### config.mk
export PLATFORM = sky130hd
export DESIGN_NAME = ofm_reader_flat
export DESIGN_NICKNAME = d
export VERILOG_FILES = /design/src/rtl/ofm_pkg.sv /design/src/rtl/ofm_reader_if.sv /design/src/rtl/ofm_skid_fifo.sv /design/src/rtl/ofm_reader.sv /design/src/flat_wrapper.sv
export SDC_FILE = /design/constraint.sdc
export NUM_CORES = 1
export LEC_CHECK = 0
export CORE_MARGIN = 3
export CORE_UTILIZATION = 56
export CTS_CLUSTER_DIAMETER = 50
export DETAILED_ROUTE_END_ITERATION = 10
export PLACE_DENSITY = 0.8
export SYNTH_ARGS = -nofsm -noshare
export SYNTH_HDL_FRONTEND = slang
export SYNTH_SLANG_ARGS = --single-unit
export TNS_END_PERCENT = 10
### constraint.sdc
create_clock -name clk -period 4 [get_ports clk]
set_input_delay 0.4 -clock clk [delete_from_list [all_inputs] [get_ports clk]]
set_output_delay 0.4 -clock clk [all_outputs]
set_load 0.05 [all_outputs]
### src/rtl/ofm_pkg.sv
// Shared types and default geometry for the OFM read-back engine.
package ofm_pkg;

    typedef enum logic [1:0] {
        IDLE  = 2'd0,
        READ  = 2'd1,
        DRAIN = 2'd2,
        FIN   = 2'd3
    } state_t;

    localparam int OFM_ROWS = 13;
    localparam int OFM_COLS = 13;
    localparam int OFM_BASE = 0;

endpackage

### src/rtl/ofm_reader_if.sv
// OFM memory read port plus the outgoing valid/ready word stream.
interface ofm_reader_if #(
    parameter int ADDR_W = 8,
    parameter int DATA_W = 8
);
    logic              rd_en;
    logic [ADDR_W-1:0] rd_addr;
    logic [DATA_W-1:0] rd_data;
    logic              out_valid;
    logic              out_ready;
    logic [DATA_W-1:0] out_data;
    logic              out_last_row;
    logic              out_last;

    modport master (
        output rd_en, rd_addr, out_valid, out_data, out_last_row, out_last,
        input  rd_data, out_ready
    );

    modport slave (
        input  rd_en, rd_addr, out_valid, out_data, out_last_row, out_last,
        output rd_data, out_ready
    );
endinterface

### src/rtl/ofm_skid_fifo.sv
// Two-entry first-word-fall-through FIFO that absorbs downstream stalls.
// The head entry is always visible; push and pop may happen together.
module ofm_skid_fifo #(
    parameter int WIDTH = 10
) (
    input  logic             clk,
    input  logic             rst,
    input  logic             push,
    input  logic [WIDTH-1:0] push_word,
    input  logic             pop,
    output logic [WIDTH-1:0] head_word,
    output logic [1:0]       count
);

    logic [WIDTH-1:0] slots [2];
    logic             wr_ptr;
    logic             rd_ptr;
    logic [1:0]       fill;
    logic             push_ok;
    logic             pop_ok;

    // Never write into a full FIFO unless the head leaves in the same cycle.
    always_comb begin
        pop_ok  = pop && (fill != 2'd0);
        push_ok = push && ((fill != 2'd2) || pop_ok);
    end

    // Storage, pointers and occupancy; everything clears on reset so outputs read 0.
    always_ff @(posedge clk or negedge rst) begin
        if (!rst) begin
            slots[0] <= '0;
            slots[1] <= '0;
            wr_ptr   <= 1'b0;
            rd_ptr   <= 1'b0;
            fill     <= 2'd0;
        end else begin
            if (push_ok) begin
                slots[wr_ptr] <= push_word;
                wr_ptr        <= ~wr_ptr;
            end
            if (pop_ok) begin
                rd_ptr <= ~rd_ptr;
            end
            fill <= fill + {1'b0, push_ok} - {1'b0, pop_ok};
        end
    end

    assign head_word = slots[rd_ptr];
    assign count     = fill;

endmodule

### src/rtl/ofm_reader.sv
// Sweeps the OFM region in raster order and streams each word with
// row/frame boundary flags. A credit check against the skid FIFO keeps at
// most two words outstanding so back-pressure never drops or repeats data.
module ofm_reader
    import ofm_pkg::*;
#(
    parameter int ADDR_W = 8,
    parameter int DATA_W = 8,
    parameter int BASE   = OFM_BASE,
    parameter int COLS   = OFM_COLS,
    parameter int ROWS   = OFM_ROWS
) (
    input  logic         clk,
    input  logic         rst,
    input  logic         start,
    output logic         busy,
    output logic         done,
    ofm_reader_if.master bus
);

    localparam int AW1 = ADDR_W + 1;

    state_t            state;
    state_t            state_next;
    logic [ADDR_W-1:0] row;
    logic [ADDR_W-1:0] col;
    logic              armed;
    logic              inflight;
    logic              pend_last_row;
    logic              pend_last;
    logic [1:0]        fifo_count;
    logic [DATA_W+1:0] head;
    logic              pop;
    logic              issue;
    logic              credit_ok;
    logic [2:0]        occupancy;
    logic              at_last_col;
    logic              at_last_row;
    logic              take_start;
    logic [ADDR_W:0]   addr_wide;

    // Start is only honoured once a clock edge has passed since reset release.
    always_ff @(posedge clk or negedge rst) begin
        if (!rst) begin
            armed <= 1'b0;
        end else begin
            armed <= 1'b1;
        end
    end

    // Credit: words in the FIFO plus the read in flight, less any word leaving now.
    always_comb begin
        pop         = bus.out_valid && bus.out_ready;
        occupancy   = {1'b0, fifo_count} + {2'b00, inflight} - {2'b00, pop};
        credit_ok   = occupancy < 3'd2;
        issue       = (state == READ) && credit_ok;
        at_last_col = (col == ADDR_W'(COLS - 1));
        at_last_row = (row == ADDR_W'(ROWS - 1));
        take_start  = (state == IDLE) && start && armed;
        addr_wide   = AW1'(BASE) + AW1'(row) * AW1'(COLS) + AW1'(col);
    end

    // State register.
    always_ff @(posedge clk or negedge rst) begin
        if (!rst) begin
            state <= IDLE;
        end else begin
            state <= state_next;
        end
    end

    // Next-state and status outputs; DRAIN leaves as soon as the last word is on its way out.
    always_comb begin
        state_next = state;
        busy       = 1'b0;
        done       = 1'b0;
        case (state)
            IDLE: begin
                if (take_start) begin
                    state_next = READ;
                end
            end
            READ: begin
                busy = 1'b1;
                if (issue && at_last_col && at_last_row) begin
                    state_next = DRAIN;
                end
            end
            DRAIN: begin
                busy = 1'b1;
                if (!inflight && ((fifo_count == 2'd0) || ((fifo_count == 2'd1) && pop))) begin
                    state_next = FIN;
                end
            end
            FIN: begin
                done       = 1'b1;
                state_next = IDLE;
            end
            default: begin
                state_next = IDLE;
            end
        endcase
    end

    // Raster counters: cleared on start, advanced by every issued read.
    always_ff @(posedge clk or negedge rst) begin
        if (!rst) begin
            row <= '0;
            col <= '0;
        end else if (take_start) begin
            row <= '0;
            col <= '0;
        end else if (issue) begin
            if (at_last_col) begin
                col <= '0;
                row <= row + 1'b1;
            end else begin
                col <= col + 1'b1;
            end
        end
    end

    // Flags ride alongside the memory's one-cycle read latency.
    always_ff @(posedge clk or negedge rst) begin
        if (!rst) begin
            inflight      <= 1'b0;
            pend_last_row <= 1'b0;
            pend_last     <= 1'b0;
        end else begin
            inflight <= issue;
            if (issue) begin
                pend_last_row <= at_last_col;
                pend_last     <= at_last_col && at_last_row;
            end
        end
    end

    ofm_skid_fifo #(
        .WIDTH (DATA_W + 2)
    ) u_fifo (
        .clk       (clk),
        .rst       (rst),
        .push      (inflight),
        .push_word ({pend_last, pend_last_row, bus.rd_data}),
        .pop       (pop),
        .head_word (head),
        .count     (fifo_count)
    );

    assign bus.rd_en        = issue;
    assign bus.rd_addr      = issue ? addr_wide[ADDR_W-1:0] : '0;
    assign bus.out_valid    = (fifo_count != 2'd0);
    assign bus.out_data     = head[DATA_W-1:0];
    assign bus.out_last_row = head[DATA_W];
    assign bus.out_last     = head[DATA_W+1];

endmodule

### src/flat_wrapper.sv
// flat-port wrapper written by rule: the top's interface ports become plain ports
module ofm_reader_flat import ofm_pkg::*;
#(
    parameter int ADDR_W = 8,
    parameter int DATA_W = 8,
    parameter int BASE   = OFM_BASE,
    parameter int COLS   = OFM_COLS,
    parameter int ROWS   = OFM_ROWS
)
  (clk, rst, start, busy, done, bus_rd_en, bus_rd_addr, bus_out_valid, bus_out_data, bus_out_last_row, bus_out_last, bus_rd_data, bus_out_ready);
  ofm_reader_if #(.ADDR_W(ADDR_W), .DATA_W(DATA_W)) bus_i ();
  input  logic clk;
  input  logic rst;
  input  logic start;
  output logic busy;
  output logic done;
  output wire logic [$bits(bus_i.rd_en)-1:0] bus_rd_en;
  output wire logic [$bits(bus_i.rd_addr)-1:0] bus_rd_addr;
  output wire logic [$bits(bus_i.out_valid)-1:0] bus_out_valid;
  output wire logic [$bits(bus_i.out_data)-1:0] bus_out_data;
  output wire logic [$bits(bus_i.out_last_row)-1:0] bus_out_last_row;
  output wire logic [$bits(bus_i.out_last)-1:0] bus_out_last;
  input wire logic [$bits(bus_i.rd_data)-1:0] bus_rd_data;
  input wire logic [$bits(bus_i.out_ready)-1:0] bus_out_ready;
  assign bus_rd_en = bus_i.rd_en;
  assign bus_rd_addr = bus_i.rd_addr;
  assign bus_out_valid = bus_i.out_valid;
  assign bus_out_data = bus_i.out_data;
  assign bus_out_last_row = bus_i.out_last_row;
  assign bus_out_last = bus_i.out_last;
  assign bus_i.rd_data = bus_rd_data;
  assign bus_i.out_ready = bus_out_ready;
  ofm_reader #(.ADDR_W(ADDR_W), .DATA_W(DATA_W), .BASE(BASE), .COLS(COLS), .ROWS(ROWS)) u_core (.clk(clk), .rst(rst), .start(start), .busy(busy), .done(done), .bus(bus_i));
endmodule
* Word level (Yosys, flattened, before mapping)
Cells that the tools add are included.
Word-level totals: register bits after elaboration 46, output and inout bits 22, input port bits 12
Operators by class: add/sub/neg operators 7, $mul 1, order comparisons 4, reduce and logical (&&, ||, !) cells 23, bitwise operators 4, eq/ne operators 10, muxes and demuxes 19
Operator list (count):
- $mux W8 | 7
- $mux W10 | 4
- $bwmux W20 | 1
- $add A8 B1 Y8 const B | 2
- $eq A8 B4 Y1 const B | 2
- $logic_and A1 B1 Y1 | 12
- $demux W10 S1 | 1
- $add A8 B8 Y8 | 1
- $mul A8 B4 Y8 const B | 1
- $pmux W2 S4 | 1
- $mux W2 | 3
- $reduce_bool A2 Y1 | 3
- $eq A2 B1 Y1 const B | 2
- $eq A2 B2 Y1 const B | 2
- $ge A2 B2 Y1 const B | 2
- $logic_not A2 Y1 | 2
- $ne A2 B1 Y1 const B | 2
- $ne A2 B2 Y1 const B | 2
- $not A1 Y2 | 2
- $add A2 B1 Y3 | 1
- $lt A3 B2 Y1 const B | 1
- $reduce_and A3 Y1 | 1
- $sub A3 B1 Y3 | 1
- $add A2 B1 Y2 | 1
- other kinds (8) | 11

* Longest topological paths before layout
Gate-level depths: netlist (run 1).
depth after elaboration 9, gate-level depth with buffers 12, gate-level depth less buffers 12

* By module
Synthesis (run 1) repeated with hierarchy kept, for this count alone.
Second synthesis, totals: cells, all modules 268, area, all modules 2975.4 um^2
By module, submodules not included:
- ofm_reader | seq. area each 550.5 um^2, area an instance 1906.8 um^2, instances 1, cells each 199
- ofm_skid_fifo | seq. area each 600.6 um^2, area an instance 1068.5 um^2, instances 1, cells each 69

* Worst setup path after synthesis (run 1)
Ideal clock, no wire load.
kind flip-flop to output port, start point register u_core.row[1], end point output bus_rd_addr[7], buffers on the path 0, stages on the path, launching flop included 13, slack -0.152 ns, data required time 3.600 ns, arrival time 3.752 ns, cell sequence dfrtp_1 > ha_1 > xor2_1 > ha_1 > inv_1 > fa_1 > inv_1 > ha_1 > o21a_1 > o31a_1 > o21a_1 > o21ai_0 > nor3b_1
Between the ends: word-level cells in the longest chain between the ends 3
Ends and longest elaborated chain:
- start: declaration | RTL line ofm_reader.sv:25 | logic [ADDR_W-1:0] row;
- start signal: assignment | RTL line ofm_reader.sv:116 | row <= row + 1'b1;
- $mul A8 B4 Y8 | RTL line ofm_reader.sv:60 | addr_wide = AW1'(BASE) + AW1'(row) * AW1'(COLS) + AW1'(col);
- $add A8 B8 Y8 | RTL line ofm_reader.sv:60
- $mux W8 | RTL line ofm_reader.sv:151 | assign bus.rd_addr = issue ? addr_wide[ADDR_W-1:0] : '0;
- end: declaration | RTL line flat_wrapper.sv:18 | output wire logic [$bits(bus_i.rd_addr)-1:0] bus_rd_addr;
No other way between the ends.

* Final worst setup path (run 1)
start point register u_core.row[0], end point output bus_rd_addr[7]
The elaborated chain is that of the path after synthesis.

==> run_results.csv, run 1 <==
group,metric,value,unit
status,outcome,"finished clean",
setup_path,r2r_cells,12,
floorplan,io_pins,34,
floorplan,core,4910,µm²
setup_path,rr_startpoint,"u_core.u_fifo.count[1]$_DFF_PN0_",
setup_path,worstSetupStartpointType,"flip-flop",
clock_network,cts_inserted_buffers,5,
sta,finClkSkew,0.0102,ns
yosys,synth_top_cell_by_area,"dfrtp_1",
grt,grt_max_degree,47,
setup_path,crit_chain,"inv_1, ha_1, ha_1, fa_1, ha_1, nor2b_1, o31a_1, o21a_1, o21ai_0, nor3b_2, clkbuf_16",
floorplan,start_util,0.599,
sta,maxSlewViolCount,0,
yosys,synthesis.nets,316,
setup_path,slowest_delay,0.46,ns
setup_path,cp.required,3.60,ns
pwr,p_per_area,802,nW/µm²
yosys,syn_area_per_cell,11.1,µm²
sta,finalCritPeriodShare,0.956,
clock_network,cts_max_level,2,
route,wire_per_inst,15.4,µm
yosys,async_flop_share,1.00,
yosys,synthFlopType,"dfrtp_1",
route,drt_pass1_iterations,4,
route,drt-vias-per-instance,5.41,
grt,overflow,0,
cells_and_area,drive_gt1_frac,0.212,
yosys,yosys-top-cells-count,"dfrtp_1 (46), mux2_2 (31), ha_1 (30), inv_1 (29), nor2_1 (23)",
yosys,ys_warn_count,0,
sta,layout_min_cycle_time,3.82,ns
route,vias,2025,
setup_path,slowest_stage,"dfrtp_2",
route,wl,5750,µm
yosys,syn_inst,266,
grt,grt_pass1_vias,2093,
route,ant_nets,0,
yosys,synth.top_cell.area_share,0.391,
setup_path,endpoint_kind,"output pin",
worst_hold_path,hold_class,"primary input to async pin",
setup_path,path_max_fanout,8,
setup_path,cp.arrival,3.42,ns
cells_and_area,areaGrowthSynthToFinish,21.0,%
grt,grt_usage,0.203,
clock_network,clk_path_buf_depth,2,
route,drtIter0Drc,71,
grt,antenna_found_initial,0,
yosys,synth_area,2940,µm²
clock_network,cts_tree,"yes",
yosys,yosysSeqAreaShare,0.391,
cells_and_area,stdcell_count,374,
place,post-dp-hpwl,4430,µm
sta,relSlewSlack,0.341,
setup_path,path_class,"flip-flop to output pin",
place,pre_cts_ws,0.432,ns
clock_network,root_buffer,"clkbuf_8",
sta,finalSetupViolations,0,
yosys,yosys-top-cells-area,"dfrtp_1 (39%), ha_1 (13%), mux2_2 (12%), fa_1 (5.4%), xnor2_1 (4.8%)",
sta,timing.final.ws_setup,0.176,ns
yosys,ys_ff_latch,46,
clock_network,ctsHoldBuffers,0,
clock_network,clock_latency,0.30,ns
floorplan,die-width,78.5,µm
cells_and_area,fin_nets,356,
run,maxCapViolCount,0,
yosys,synth.distinct_cells,41,
setup_path,worst-r2r-setup-slack,0.71,ns
yosys,yosysMostFrequentCell,"dfrtp_1",
route,drc,0,
clock_network,cts.clk_slew.worst_paths,0.08,ns
place,portBuffers,33,
grt,grt_pass1_wl,9740,µm
floorplan,die_y,78.5,µm
clock_network,clkSinkCount,46,
place,dp_cells,363,
sta,hold_viol,0,
pwr,ir_worst_vdd,0.622,mV
place,routabilityCongestion,0.866,
sta,fmax,261,MHz
setup_path,r2r_end,"u_core.col[5]$_DFFE_PN0P_",
sta,worst_hold_slack,0.261,ns
floorplan,rows,25,
pwr,power_leakage,1.69,nW
cells_and_area,num_antenna_cells,0,
setup_path,cp_common_cell,"ha_1",
sta,worstMarginPinSlew,0.988,ns
floorplan,die-area,6160,µm²
yosys,synth-edff-count,0,
==> logic make-up (layout without fill, tap and decap cells) <==
group	after synthesis	in the layout	share of synthesized area
buffers and inverters	35	76	0.0472
muxes	34	34	0.129
DFF	46	46	0.391
adders and majority gates	38	38	0.182
AOI/OAI and AO/OA	29	29	0.0718
other	1	1	0.00127
and+or+nand+nor	59	59	0.106
xor gates and xnor gates	24	24	0.0714
==> cell type report <==
type | instances | area, µm²
multi-input cells | 185 | 1670
fillers | 374 | 1350
flip-flops and latches | 46 | 1150
repair buffers | 39 | 453
inverters | 29 | 109
well taps | 67 | 83.8
clock buffers | 5 | 68.8
clock inverters | 3 | 21.3
==> metrics by stage <==
stage          utilization  area (µm²)  total power, mW  setup TNS [ns]
2_1_floorplan            -        2950             1.91               0
3_3_place_gp         0.698        3430             2.54               0
4_1_cts              0.716        3520             2.88               0
5_1_grt              0.725        3560             3.03        -0.00871
3_5_place_dp         0.698        3430             2.59               0
6_report             0.725        3560             2.86               0
==> cells in the final DEF (no fill, tap or decap), types with 2 or more instances in the layout <==
master and n:
dfrtp_1 44, mux2_2 31, inv_1 29, ha_1 29, nor2_1 23, clkdlybuf4s50_1 23
xnor2_1 16, xor2_1 8, nand2_1 8, fa_1 8, nand3_1 7, buf_12 7
buf_4 7, o21ai_0 6, a21oi_1 5, clkbuf_8 5, nor3_1 4, a211oi_1 3
nor2b_1 3, o2111ai_1 3, or2_2 2, o21a_1 2, o31a_1 2, a21o_1 2
and2_1 2, mux2i_1 2, and3_1 2, dfrtp_2 2
==> how the worst max path moves through the flow <==
stage / from / to / slack, ns
floorplan: u_core.u_fifo.count[1]$_DFF_PN0_ / bus_rd_addr[5] / 0.008
global placement: u_core.row[1]$_DFFE_PN0P_ / bus_rd_addr[7] / 0.55
detailed placement: u_core.row[0]$_DFFE_PN0P_ / bus_rd_addr[7] / 0.43
CTS: u_core.row[1]$_DFFE_PN0P_ / bus_rd_addr[7] / 0.09
global route: u_core.row[0]$_DFFE_PN0P_ / bus_rd_addr[7] / -0.009
finish: u_core.row[0]$_DFFE_PN0P_ / bus_rd_addr[7] / 0.18
==> layer usage <==
metal,wire length [µm],GRT usage,part of all wire,vias up
li1,-,-,-,975
met1,2590,0.260,0.45,1012
met2,2920,0.340,0.51,32
met3,176,0.0436,0.031,6
met4,60,0.0664,0.010,0
met5,0,0,0,-
==> critical path, delay by kind of cell, from the launching register on <==
kind            cells  cell delay (ns)
fa+ha+maj           4             1.41
compound gates      3             0.55
flops               1             0.46
simple gates        2             0.41
buf+inv             2             0.28
==> registers in the layout, summed over array words and instances (netlist names) <==
name                  count
u_core.inflight           1
u_core.pend_last          1
u_core.u_fifo.rd_ptr      1
u_core.u_fifo.slots      20
u_core.armed              1
u_core.pend_last_row      1
u_core.u_fifo.count       2
u_core.state              2
u_core.u_fifo.wr_ptr      1
u_core.col                8
u_core.row                8
==> power by group <==
part           internal, mW  total [mW]  switching [mW]
Clock                 0.123       0.280           0.157
Sequential            0.612       0.754           0.142
Combinational         0.811        1.82            1.01
Total                  1.55        2.86            1.31
==> repair_timing <==
action / in CTS / in global routing
resized for setup: 0 / 4
setup buffers: 0 / 3
setup endpoints to repair: 0 / 1
(Power assumes the default switching activity.)
==> run 2, diff against run 1 <==
--- a/config.mk
+++ b/config.mk
@@ -5,11 +5,13 @@
 export SDC_FILE = /design/constraint.sdc
 export NUM_CORES = 1
 export LEC_CHECK = 0
+export CAP_MARGIN = 15
 export CORE_MARGIN = 3
 export CORE_UTILIZATION = 56
 export CTS_CLUSTER_DIAMETER = 50
 export DETAILED_ROUTE_END_ITERATION = 10
 export PLACE_DENSITY = 0.8
+export SETUP_SLACK_MARGIN = 0.5
 export SYNTH_ARGS = -nofsm -noshare
 export SYNTH_HDL_FRONTEND = slang
 export SYNTH_SLANG_ARGS = --single-unit
==> run_results.csv, run 2 (synthesis gave the netlist of run 1 again) <==
group,metric,value,unit
place,dp_cells,362,
setup_path,crit_chain,"ha_4, inv_2, fa_1, fa_1, inv_2, ha_4, o21a_1, o31a_1, o21a_1, o21ai_1, nor3b_4, buf_12",
pwr,power,2.93,mW
pwr,p_int,1.59,mW
pwr,p_sw_frac,0.458,
sta,maxSlewViolCount,0,
clock_network,clkSinkCount,46,
route,drt_pass1_iterations,4,
clock_network,cts_tree,"yes",
sta,finClkSkew,0.0102,ns
setup_path,critical_path_buf_inv_count,3,
worst_hold_path,hold_class,"primary input to async pin",
cells_and_area,largest_reg_flops,20,
sta,worst_hold_slack,0.273,ns
cells_and_area,top_register,"u_core.u_fifo.slots",
status,outcome,"finished clean",
run,maxCapViolCount,0,
setup_path,path_class,"flip-flop to output pin",
setup_path,worstSetupStartpoint,"u_core.row[2]$_DFFE_PN0P_",
cells_and_area,final_cell_mix,"dfrtp_1 (42), mux2_2 (31), inv_1 (25)",
route,drt-vias-per-instance,5.42,
setup_path,path_max_fanout,4,
cells_and_area,num_antenna_cells,0,
pwr,ir_worst_vdd,0.598,mV
route,drc,0,
grt,grt_usage,0.214,
pwr,p_sw,1.34,mW
place,routabilityCongestion,0.840,
route,drtIter0Drc,92,
route,vias,2065,
sta,rsz0062_at_grt,"yes",
setup_path,worstSetupStartpointType,"flip-flop",
route,wl,6080,µm
floorplan,die-width,78.5,µm
sta,fin_tns_setup,0,ns
floorplan,rows,25,
setup_path,cp.arrival,3.31,ns
grt,overflow,0,
pwr,p_seq_frac,0.256,
clock_network,cts_inserted_buffers,5,
cells_and_area,stdcell_count,381,
place,portBuffers,33,
setup_path,slowest_delay,0.53,ns
grt,grt_pass1_vias,2247,
setup_path,rr_startpoint,"u_core.u_fifo.count[1]$_DFF_PN0_",
grt,grt_pass1_wl,10400,µm
cells_and_area,areaGrowthSynthToFinish,26.3,%
sta,finalSetupViolations,0,
clock_network,cts.clk_slew.worst_paths,0.09,ns
setup_path,slowest_stage,"fa_1",
floorplan,io_pins,34,
grt,antenna_found_initial,0,
cells_and_area,drive_gt1_frac,0.283,
setup_path,cp.required,3.60,ns
cells_and_area,fin_nets,363,
place,post-dp-hpwl,4300,µm
cells_and_area,fin_util,0.757,
clock_network,clk_path_buf_depth,2,
cells_and_area,final_common_cell,"dfrtp_1",
sta,finalCritPeriodShare,0.927,
floorplan,start_util,0.599,
sta,hold_viol,0,
pwr,power_leakage,1.71,nW
pwr,pwr-share-comb,0.648,
floorplan,core,4910,µm²
route,wire_per_inst,16.0,µm
pwr,power_frac_clock,0.096,
clock_network,cts_max_level,2,
sta,fmax,270,MHz
floorplan,die_y,78.5,µm
clock_network,clock_latency,0.30,ns
cells_and_area,reg_top3,"u_core.u_fifo.slots (20), u_core.col (8), u_core.row (8)",
setup_path,endpoint_kind,"output pin",
pwr,p_per_area,789,nW/µm²
clock_network,root_buffer,"clkbuf_8",
route,ant_nets,0,
setup_path,crit_family,"adder cells",
sta,relSlewSlack,0.326,
floorplan,die-area,6160,µm²
sta,worstMarginPinSlew,1.01,ns
sta,layout_min_cycle_time,3.71,ns
grt,grt_max_degree,47,
==> run 2: layout make-up <==
class	count	area, µm²
Clock buffer	5	68.8
Fill cell	342	1190
Inverter	29	109
Multi-Input combinational cell	185	1770
Clock inverter	3	21.3
Sequential cell	46	1160
Timing Repair Buffer	46	513
Tap cell	67	83.8
==> run 2: what timing repair did <==
| action | CTS | global route |
|---|---|---|
| hold buffers | 0 | 0 |
| endpoints found under the setup margin | 8 | 9 |
| resized for setup | 14 | 4 |
| pin swaps | 7 | 5 |
| setup buffers | 8 | 3 |
==> run 2: final timing paths <==
check	depth (start not counted)	to	slack, ns
min in group clk	1	u_core.u_fifo.wr_ptr$_DFFE_PN0P_	0.50
max in group asynchronous	1	u_core.row[1]$_DFFE_PN0P_	3.04
hold reg to reg	1	u_core.u_fifo.wr_ptr$_DFFE_PN0P_	0.50
hold / removal	1	u_core.col[1]$_DFFE_PN0P_	0.27
setup / recovery	12	bus_rd_addr[7]	0.29
setup reg to reg	12	u_core.col[5]$_DFFE_PN0P_	0.73
==> run 2: power by group through the flow <==
stage	sequential, mW	combinational (mW)	clock [mW]
detailed placement	0.759	1.85	0
finish	0.752	1.90	0.281
CTS	0.751	1.89	0.287
global route	0.781	2.02	0.313
floorplan	0.703	1.23	0
global placement	0.753	1.82	0
==> run 2: through the flow <==
step	setup slack, ns	cell area (µm²)
after global routing	0.140	3720
after CTS	0.291	3680
final	0.293	3720
after floorplan	0.439	2970
after global placement	0.473	3450
after detailed placement	0.429	3450
==> run 2: metal layers <==
layer	global-route usage	part of all wire	wire (µm)	vias to the layer above
li1	-	-	-	985
met1	0.278	0.44	2680	1033
met2	0.365	0.51	3100	38
met3	0.0378	0.036	217	9
met4	0.0647	0.013	82	0
met5	0	0	0	-
==> run 3, diff against run 2 <==
--- a/config.mk
+++ b/config.mk
@@ -5,13 +5,14 @@
 export SDC_FILE = /design/constraint.sdc
 export NUM_CORES = 1
 export LEC_CHECK = 0
-export CAP_MARGIN = 15
 export CORE_MARGIN = 3
 export CORE_UTILIZATION = 56
 export CTS_CLUSTER_DIAMETER = 50
 export DETAILED_ROUTE_END_ITERATION = 10
+export MAX_ROUTING_LAYER = met4
 export PLACE_DENSITY = 0.8
 export SETUP_SLACK_MARGIN = 0.5
+export SLEW_MARGIN = 10
 export SYNTH_ARGS = -nofsm -noshare
 export SYNTH_HDL_FRONTEND = slang
 export SYNTH_SLANG_ARGS = --single-unit
==> run_results.csv, run 3 (synthesis gave the netlist of run 1 again) <==
group,metric,value,unit
cells_and_area,fin_nets,361,
place,dp_cells,362,
place,routabilityCongestion,0.853,
grt,overflow,0,
floorplan,io_pins,34,
setup_path,worstSetupStartpointType,"flip-flop",
setup_path,endpoint_kind,"output pin",
sta,finalSetupViolations,0,
route,wl,6020,µm
place,portBuffers,33,
grt,grt_pass1_wl,10400,µm
sta,relSlewSlack,0.337,
sta,finalCritPeriodShare,0.924,
clock_network,clk_path_buf_depth,2,
route,drt-vias-per-instance,5.35,
cells_and_area,n_fill_cell,343,
grt,antenna_found_initial,0,
cells_and_area,stdcell_count,379,
place,post-dp-hpwl,4300,µm
floorplan,start_util,0.599,
sta,finClkSkew,0.00986,ns
sta,hold_viol,0,
setup_path,path_max_fanout,4,
clock_network,cts_tree,"yes",
grt,grt_pass1_vias,2248,
floorplan,die-width,78.5,µm
status,outcome,"finished clean",
sta,maxSlewViolCount,0,
floorplan,rows,25,
cells_and_area,largest_reg_flops,20,
sta,rsz0062_at_grt,"yes",
setup_path,path_class,"flip-flop to output pin",
pwr,ir_worst_vdd,0.598,mV
floorplan,die_y,78.5,µm
floorplan,core,4910,µm²
route,drc,0,
pwr,power_leakage,1.70,nW
grt,grt_usage,0.220,
pwr,p_per_area,791,nW/µm²
cells_and_area,final_common_cell,"dfrtp_1",
cells_and_area,top_register,"u_core.u_fifo.slots",
floorplan,die-area,6160,µm²
route,drtIter0Drc,95,
cells_and_area,areaGrowthSynthToFinish,25.8,%
clock_network,clkSinkCount,46,
clock_network,cts.clk_slew.worst_paths,0.09,ns
cells_and_area,reg_top3,"u_core.u_fifo.slots (20), u_core.col (8), u_core.row (8)",
clock_network,cts_inserted_buffers,5,
clock_network,clock_latency,0.30,ns
route,vias,2028,
sta,layout_min_cycle_time,3.70,ns
route,wire_per_inst,15.9,µm
cells_and_area,fin_util,0.754,
setup_path,cp.arrival,3.30,ns
sta,fin_tns_setup,0,ns
worst_hold_path,hold_class,"primary input to async pin",
clock_network,cts_max_level,2,
grt,grt_max_degree,47,
sta,fmax,270,MHz
setup_path,cp.required,3.60,ns
clock_network,root_buffer,"clkbuf_8",
route,drt_pass1_iterations,4,
cells_and_area,drive_gt1_frac,0.279,
sta,worstMarginPinSlew,0.995,ns
cells_and_area,final_cell_mix,"dfrtp_1 (42), mux2_2 (31), inv_1 (25)",
cells_and_area,num_antenna_cells,0,
route,ant_nets,0,
run,maxCapViolCount,0,
clock_network,ctsHoldBuffers,0,
run 3: cell count changes in the layout (fill, tap and decap cells not counted), sizes merged:
cell / before / now
buf: 23 / 21
run 3: where the power goes:
part           internal (mW)  total [mW]  leakage, nW  switching [mW]
clock                  0.123       0.281       0.0441           0.158
sequential             0.612       0.752        0.557           0.140
combinational          0.854        1.90         1.10            1.04
total                   1.59        2.93         1.70            1.34
run 3: worst paths after layout:
| check | start | end | slack, ns | depth (start not counted) |
|---|---|---|---|---|
| setup / recovery | u_core.row[3]$_DFFE_PN0P_ | bus_rd_addr[7] | 0.30 | 12 |
| max in group asynchronous | rst | u_core.row[1]$_DFFE_PN0P_ | 3.06 | 1 |
| hold reg to reg | u_core.u_fifo.wr_ptr$_DFFE_PN0P_ | u_core.u_fifo.wr_ptr$_DFFE_PN0P_ | 0.50 | 1 |
| setup reg to reg | u_core.u_fifo.count[1]$_DFF_PN0_ | u_core.col[5]$_DFFE_PN0P_ | 0.73 | 12 |
| hold / removal | rst | u_core.inflight$_DFF_PN0_ | 0.26 | 1 |
| min in group clk | u_core.u_fifo.wr_ptr$_DFFE_PN0P_ | u_core.u_fifo.wr_ptr$_DFFE_PN0P_ | 0.50 | 1 |
run 3: layout make-up:
type,instances,area (µm²),area share
well taps,67,83.8,0.0226
clock inverters,3,21.3,0.00574
multi-input cells,185,1770,0.477
flip-flops and latches,46,1160,0.312
inverters,29,109,0.0294
repair buffers,44,498,0.134
clock buffers,5,68.8,0.0186
run 3: repair_timing:
action                                  in CTS  in global routing
gates resized for setup                     14                  4
endpoints found under the setup margin       8                  9
pin swaps                                    7                  5
setup buffers                                8                  1
run 3: stage by stage:
stage	setup slack (ns)	power, mW	cell area, µm²	hold WS [ns]
4_1_cts	0.291	2.93	3680	0.294
3_3_place_gp	0.473	2.57	3450	0.482
5_1_grt	0.164	3.11	3700	0.333
6_report	0.303	2.93	3700	0.263
2_1_floorplan	0.439	1.94	2970	0.104
3_5_place_dp	0.429	2.61	3450	0.487
run 3: routing by layer:
layer	global-route usage	routed length [µm]
met1	0.278	2640
met5	-	0
met4	0.0647	65
met2	0.365	3130
met3	0.0378	181
run 3: critical path: stages, from the launching register on:
cell     delay [ns]
dfrtp_2        0.49
ha_4           0.29
inv_2          0.03
fa_1           0.45
fa_1           0.53
inv_2          0.05
ha_4           0.21
o21a_1         0.10
o31a_1         0.12
o21a_1         0.20
o21ai_1        0.13
nor3b_4        0.23
buf_12         0.16
